`config.mk`:
```
export PLATFORM = sky130hd
export DESIGN_NAME = div3_word_serializer
export DESIGN_NICKNAME = d
export VERILOG_FILES = /design/src/rtl/div3_word_serializer.sv
export SDC_FILE = /design/constraint.sdc
export NUM_CORES = 1
export LEC_CHECK = 0
export BUFFER_PORTS_ARGS = -buffer_cell sky130_fd_sc_hd__buf_4
export CORE_AREA = 2 2 59 89
export DETAILED_ROUTE_END_ITERATION = 6
export DIE_AREA = 0 0 61 91
export SYNTH_ARGS = -nofsm -noshare
export SYNTH_HDL_FRONTEND = slang
export SYNTH_SLANG_ARGS = --single-unit
```
`constraint.sdc`:
```
create_clock -name Clk -period 3.5 [get_ports Clk]
set_clock_uncertainty 0.2 [all_clocks]
set_input_delay 0.525 -clock Clk [delete_from_list [all_inputs] [get_ports Clk]]
set_output_delay 0.525 -clock Clk [all_outputs]
set_load 0.02 [all_outputs]
```
`src/rtl/div3_word_serializer.sv`:
```
// div3_word_serializer: clears an external divide-by-3 residue FSM, feeds it a word MSB-first
// and reports its verdict. Define DIV3_SELF_CHECK_EN to add an internal modulo cross-check.
module div3_word_serializer #(
    parameter int unsigned WIDTH = 8,
    parameter int unsigned CNT_W = 6
) (
    input  logic             Clk,
    input  logic             reset,
    input  logic             start,
    input  logic [WIDTH-1:0] din,
    input  logic             rem_in,
    output logic             serial_bit,
    output logic             fsm_clr,
    output logic             busy,
    output logic             done,
    output logic             divisible,
    output logic [WIDTH-1:0] result_word,
    output logic             chk_err
);

    typedef enum logic [1:0] {StIdle, StClr, StShift, StCheck} state_e;

    localparam logic [CNT_W-1:0] LastCnt = CNT_W'(WIDTH - 1);

    state_e           state_q, state_d;
    logic [WIDTH-1:0] sreg_q, sreg_d;
    logic [WIDTH-1:0] word_q, word_d;
    logic [CNT_W-1:0] cnt_q, cnt_d;

    logic             serial_bit_d;
    logic             fsm_clr_d;
    logic             busy_d;
    logic             done_d;
    logic             divisible_d;
    logic [WIDTH-1:0] result_word_d;

    always_ff @(posedge Clk or posedge reset) begin
        if (reset) begin
            state_q <= StIdle;
        end else begin
            state_q <= state_d;
        end
    end

    always_comb begin
        state_d = state_q;
        unique case (state_q)
            StIdle:  if (start) state_d = StClr;
            StClr:   state_d = StShift;
            StShift: if (cnt_q == LastCnt) state_d = StCheck;
            StCheck: state_d = StIdle;
            default: state_d = StIdle;
        endcase
    end

    // word_q keeps the accepted word intact while sreg_q is shifted out
    always_comb begin
        sreg_d = sreg_q;
        word_d = word_q;
        cnt_d  = cnt_q;
        unique case (state_q)
            StIdle: begin
                if (start) begin
                    sreg_d = din;
                    word_d = din;
                    cnt_d  = '0;
                end
            end
            StShift: begin
                sreg_d = sreg_q << 1;
                cnt_d  = cnt_q + CNT_W'(1);
            end
            default: ;
        endcase
    end

    always_ff @(posedge Clk or posedge reset) begin
        if (reset) begin
            sreg_q <= '0;
            word_q <= '0;
            cnt_q  <= '0;
        end else begin
            sreg_q <= sreg_d;
            word_q <= word_d;
            cnt_q  <= cnt_d;
        end
    end

    // Outputs are registered, so they are derived from the upcoming state
    always_comb begin
        serial_bit_d  = (state_d == StShift) ? sreg_d[WIDTH-1] : 1'b0;
        fsm_clr_d     = (state_d == StClr);
        busy_d        = (state_d != StIdle);
        done_d        = (state_q == StCheck);
        divisible_d   = divisible;
        result_word_d = result_word;
        if (state_q == StCheck) begin
            divisible_d   = rem_in;
            result_word_d = word_q;
        end
    end

    always_ff @(posedge Clk or posedge reset) begin
        if (reset) begin
            serial_bit  <= 1'b0;
            fsm_clr     <= 1'b0;
            busy        <= 1'b0;
            done        <= 1'b0;
            divisible   <= 1'b0;
            result_word <= '0;
        end else begin
            serial_bit  <= serial_bit_d;
            fsm_clr     <= fsm_clr_d;
            busy        <= busy_d;
            done        <= done_d;
            divisible   <= divisible_d;
            result_word <= result_word_d;
        end
    end

`ifdef DIV3_SELF_CHECK_EN
    logic ref_q;
    logic chk_err_q;

    always_ff @(posedge Clk or posedge reset) begin
        if (reset) begin
            ref_q     <= 1'b0;
            chk_err_q <= 1'b0;
        end else begin
            if (state_q == StIdle && start) begin
                ref_q <= ((din % WIDTH'(3)) == '0);
            end
            if (state_q == StCheck && rem_in != ref_q) begin
                chk_err_q <= 1'b1;
            end
        end
    end

    assign chk_err = chk_err_q;
`else
    assign chk_err = 1'b0;
`endif

endmodule

```
# After elaboration in Yosys (flattened, before gate mapping)
# Cells that the tools add are included.
# totals
regBits	37
input_bits	12
wordCells	32
# classes
eq_ne	7
muxes	8
reduce_logical	5
add_sub_neg	1
# ops
cell	n
$pmux 8 s2	1
$pmux 6 s2	1
$mux 8	1
$pmux 2 s4	1
$add 6x1->6 const B	1
$eq 2x2->1 const B	3
$eq 6x3->1 const B	1
$mux 6	1
$eq 2x1->1 const B	2
$mux 2	2
$reduce_and 2->1	2
$reduce_bool 2->1	2
$logic_not 2->1	1
$ne 2x2->1 const B	1
$mux 1	1

# Logic depth before layout (Yosys ltp)
# depth
depth_word	5
depth_mapped	7
depth_no_buf	5

# Least setup slack after synthesis
# No wires, ideal clock.
# synth_timing
path_kind	input to register
from	input start
to	register serial_bit
stages	4
path_slack_ns	1.776
n_path_buf	1
required_ns	3.180
arrival_time_ns	1.404
path_cell_list	buf_6 mux2_4 a221o_1 and4_1
# synth_lines
element	line	rtl
start: declaration	9	input logic start,
$mux 8	63	if (start) begin
$pmux 8 s2	61	unique case (state_q)
named net sreg_d[7]	26	logic [WIDTH-1:0] sreg_q, sreg_d;
$mux 1	91	serial_bit_d = (state_d == StShift) ? sreg_d[WIDTH-1] : 1'b0;
named net serial_bit_d	30	logic serial_bit_d;
end signal: assignment	112	serial_bit <= serial_bit_d;
end: declaration	12	output logic serial_bit,
# The timed path passes the listed nets, and every way through them passes these cells. The select of a mux whose other input is x is not followed.
# A chain may end at the register's enable or synchronous reset.

# Worst setup path after layout
# layout_timing
from	register state_q[0]
to	register cnt_q[5]
# layout_via
elab_chain_cells	3
# layout_lines
element	line	rtl
start: declaration	25	state_e state_q, state_d;
start signal: assignment	39	state_q <= StIdle;
start signal: assignment	41	state_q <= state_d;
$eq 2x2->1 or $logic_not 2->1 (tied branches)	61	
$reduce_bool 2->1 (no source line) or $ne 2x2->1 (tied branches)	n/a	
$reduce_and 2->1 (no source line)	n/a	
end signal: assignment	85	cnt_q <= cnt_d;
end: declaration	28	logic [CNT_W-1:0] cnt_q, cnt_d;
# Several ways; a longest one is shown, not always the timed one.

==> flow_summary_export.csv <==
group,metric,value,unit
status,status,"finished, final reports clean",
final_layout,fin_cells,239,
synth,syn_inst,148,
global_routing,grt_overflow,0,
placement,portBuffers,24,
clock_network,cts_max_level,2,
clock_network,ctsHoldBuffers,0,
worst_setup_path,crit_type,"reg2reg",
power_and_ir_drop,netSwitchingPower,0.632,mW
worst_setup_path,r2r_start,"state_q[0]",
final_layout,drive_above_1_share,25.4,%
worst_setup_path,cp_data_arrival_time,2.24,ns
clock_network,path_clk_slew,0.07,ns
timing,max_freq,449,MHz
placement,pre_cts_ws,1.36,ns
global_routing,antenna_found_initial,0,
synth,synth_edf_count,0,
run,drv_cap,0,
timing,rsz0062_at_grt,"false",
global_routing,grt_pass1_vias,1185,
synth,ys_seq_area_share,56.4,%
floorplan,die_area,0.00555,sq mm
power_and_ir_drop,p_seq_share,40.2,%
worst_setup_path,path_delay_family,"adder cells",
worst_setup_path,required,3.51,ns
floorplan,core,0.00477,sq mm
route,drt_pass1_iterations,4,
timing,min_period,2.23,ns
final_layout,nFillCells,481,
timing,tightestPinTransition,0.694,ns
route,drc,0,
power_and_ir_drop,pwr_density_cell,893,mW/mm^2
hold_path,hp-class,"in2async",
clock_network,root_buffer,"clkbuf_8",
synth,syn-num-nets,164,
placement,hpwl,2340,microns
clock_network,clock_latency,0.29,ns
clock_network,cts_sinks,37,
timing,finalHoldViolations,0,
global_routing,grt_pass1_wl,5580,microns
synth,synth.distinct_cells,36,
route,drt_wl_total,3290,microns
final_layout,seq_area,926,sq um
floorplan,io_pins,26,
power_and_ir_drop,ir_worst_vdd,0.444,mV
worst_setup_path,max_stage_delay,0.61,ns
power_and_ir_drop,comb_power_share,38.3,%
final_layout,area_growth_syn_to_layout,20.8,%
floorplan,start_util,34.4,%
worst_setup_path,worstSetupStartpointType,"flop",
global_routing,grt_max_degree,38,
global_routing,track_usage,13.6,%
placement,gp_congestion,0.785,
clock_network,cts_setup_buffers,0,
worst_setup_path,endpoint_kind,"flop",
floorplan,die_height,91,microns
power_and_ir_drop,p_leak,0.974,nW
final_layout,multi_input_area,653,sq um
final_layout,design_area,0.00198,sq mm
synth,synth_ff_type,"dfrtp_1",
timing,setup_tns,0,ns
synth,syn_area_per_cell,11.1,sq um
synth,ys_ff_latch,37,
route,vias,1157,
route,wire_per_inst,13.8,microns
worst_setup_path,timing.critical_path.buf_inv,1,
timing,fin_ws,1.27,ns
timing,slew_viol_final,0,
worst_setup_path,crit_fanout,20,
worst_setup_path,startpoint,"state_q[0]",
clock_network,numCtsBuffers,5,
synth,async_flop_share,100,%
synth,ys.warnings.count,0,
final_layout,nets,188,
worst_setup_path,path_cells,"inv_1 > ha_1 > mux2i_2 > and4bb_1 > mux2i_1",
floorplan,rows,31,
timing,setup_viol,0,
power_and_ir_drop,swShare,35.7,%
worst_setup_path,slowest_stage,"ha_1",
power_and_ir_drop,p_int,1.14,mW
clock_network,tritoncts,"yes",
route,initialDrtViolationCount,28,
floorplan,die_x,61,microns
synth,netlist_area,0.00164,sq mm
clock_network,max-clock-path-buffers,2,
route,via_per_inst,4.84,
placement,placed_area,0.00187,sq mm
timing,max_slew_margin,53.7,%
placement,placed_cells,231,
clock_network,post_cts_resized,0,
route,ant_nets,0,
timing,timing.final.crit_share,63.6,%
final_layout,diodes,0,
power_and_ir_drop,power_frac_clock,21.5,%
## power groups by stage
stage	logic (mW)	clock network, mW	registers (mW)
2_1_floorplan	0.407	0	0.775
3_3_place_gp	0.664	0	0.706
3_5_place_dp	0.684	0	0.720
4_1_cts	0.689	0.392	0.714
5_1_grt	0.756	0.408	0.736
6_report	0.679	0.380	0.712
## routing by layer
layer  vias up  GRT usage (%)  wire length, microns
li1        554              -                     -
met1       569           15.6                  1360
met2        28           22.2                  1750
met3         6           2.99                   103
met4         0           7.79                    74
met5         -              0                     0
## layout by cell type, fill, tap and decap left out
cell / n
a21o_1: 1
a21oi_1: 1
a221o_1: 2
a221oi_1: 1
a22o_1: 1
a31o_2: 1
a32oi_1: 7
and2_1: 1
and2b_1: 1
and4_1: 1
and4bb_1: 1
buf_4: 25
bufinv_16: 1
clkbuf_1: 1
clkbuf_8: 6
conb_1: 1
dfrtp_1: 37
ha_1: 4
inv_1: 5
mux2_2: 9
mux2_4: 1
mux2i_1: 3
mux2i_2: 1
nand2_1: 37
nand2b_1: 3
nand3_1: 1
nand3b_1: 4
nand4_1: 1
nand4b_1: 1
nor2_1: 3
nor2b_1: 1
nor3_1: 2
nor3b_1: 1
o21ai_0: 5
o31ai_1: 1
xnor2_1: 1
## layout make-up
| cell class | instances | area share [%] |
|---|---|---|
| clock inverter | 1 | 1.51 |
| clock buffer | 7 | 4.35 |
| tap | 66 | 4.16 |
| sequential | 37 | 46.7 |
| timing repair buffer | 25 | 9.46 |
| multi-input combinational | 98 | 32.9 |
| inverter | 5 | 0.946 |
## synthesized netlist by cell type (2+ instances only)
master / count / share of area, %
a221o_1: 2 / 1.2
a32oi_1: 7 / 3.7
buf_2: 3 / 0.91
clkbuf_1: 3 / 0.69
dfrtp_1: 37 / 56
ha_1: 4 / 3.0
inv_1: 5 / 1.1
mux2_2: 9 / 6.2
mux2i_1: 3 / 1.8
nand2_1: 37 / 8.5
nand2b_1: 3 / 1.1
nand3b_1: 4 / 1.8
nor2_1: 3 / 0.69
nor3_1: 2 / 0.61
o21ai_0: 5 / 1.5
## flip-flops by register name, indices dropped and copies added (netlist names)
| name | count |
|---|---|
| busy | 1 |
| cnt_q | 6 |
| divisible | 1 |
| done | 1 |
| fsm_clr | 1 |
| result_word | 8 |
| serial_bit | 1 |
| sreg_q | 8 |
| state_q | 2 |
| word_q | 8 |
## worst paths after layout
check | to | slack (ns) | cells after the start
hold reg to reg | word_q[7] | 0.28 | 2
setup reg to reg | cnt_q[5] | 1.27 | 5
setup / recovery | cnt_q[5] | 1.27 | 5
hold / removal | done | 0.13 | 3
max in group asynchronous | word_q[1] | 2.64 | 3
min in group Clk | sreg_q[2] | 0.25 | 3
## per-stage QoR
step                      hold slack [ns]  total power, mW  utilization, %
after CTS                           0.147             1.79            41.6
after global placement              0.253             1.37            39.2
after detailed placement            0.259             1.40            39.2
after floorplan                     0.240             1.18               -
final                               0.133             1.77            41.6
after global routing                0.180             1.90            41.6
## cell families (layout without fill, tap and decap cells)
| kind of cell | count (synthesis) | after routing | synth area share [%] |
|---|---|---|---|
| buffers and inverters | 13 | 38 | 3.88 |
| adder cells (fa/ha/maj) | 4 | 4 | 3.05 |
| flip-flops | 37 | 37 | 56.4 |
| AO/OA/AOI/OAI | 20 | 20 | 9.29 |
| AND/OR/NAND/NOR | 58 | 58 | 16.9 |
| other | 1 | 1 | 0.228 |
| XOR/XNOR | 1 | 1 | 0.533 |
| multiplexers | 14 | 14 | 9.75 |
## worst min-delay path, delay by kind of cell
kind	cells	cell delay [ns]
buffers and inverters	3	0.54
Note: power is estimated with default switching activity, not from simulation.
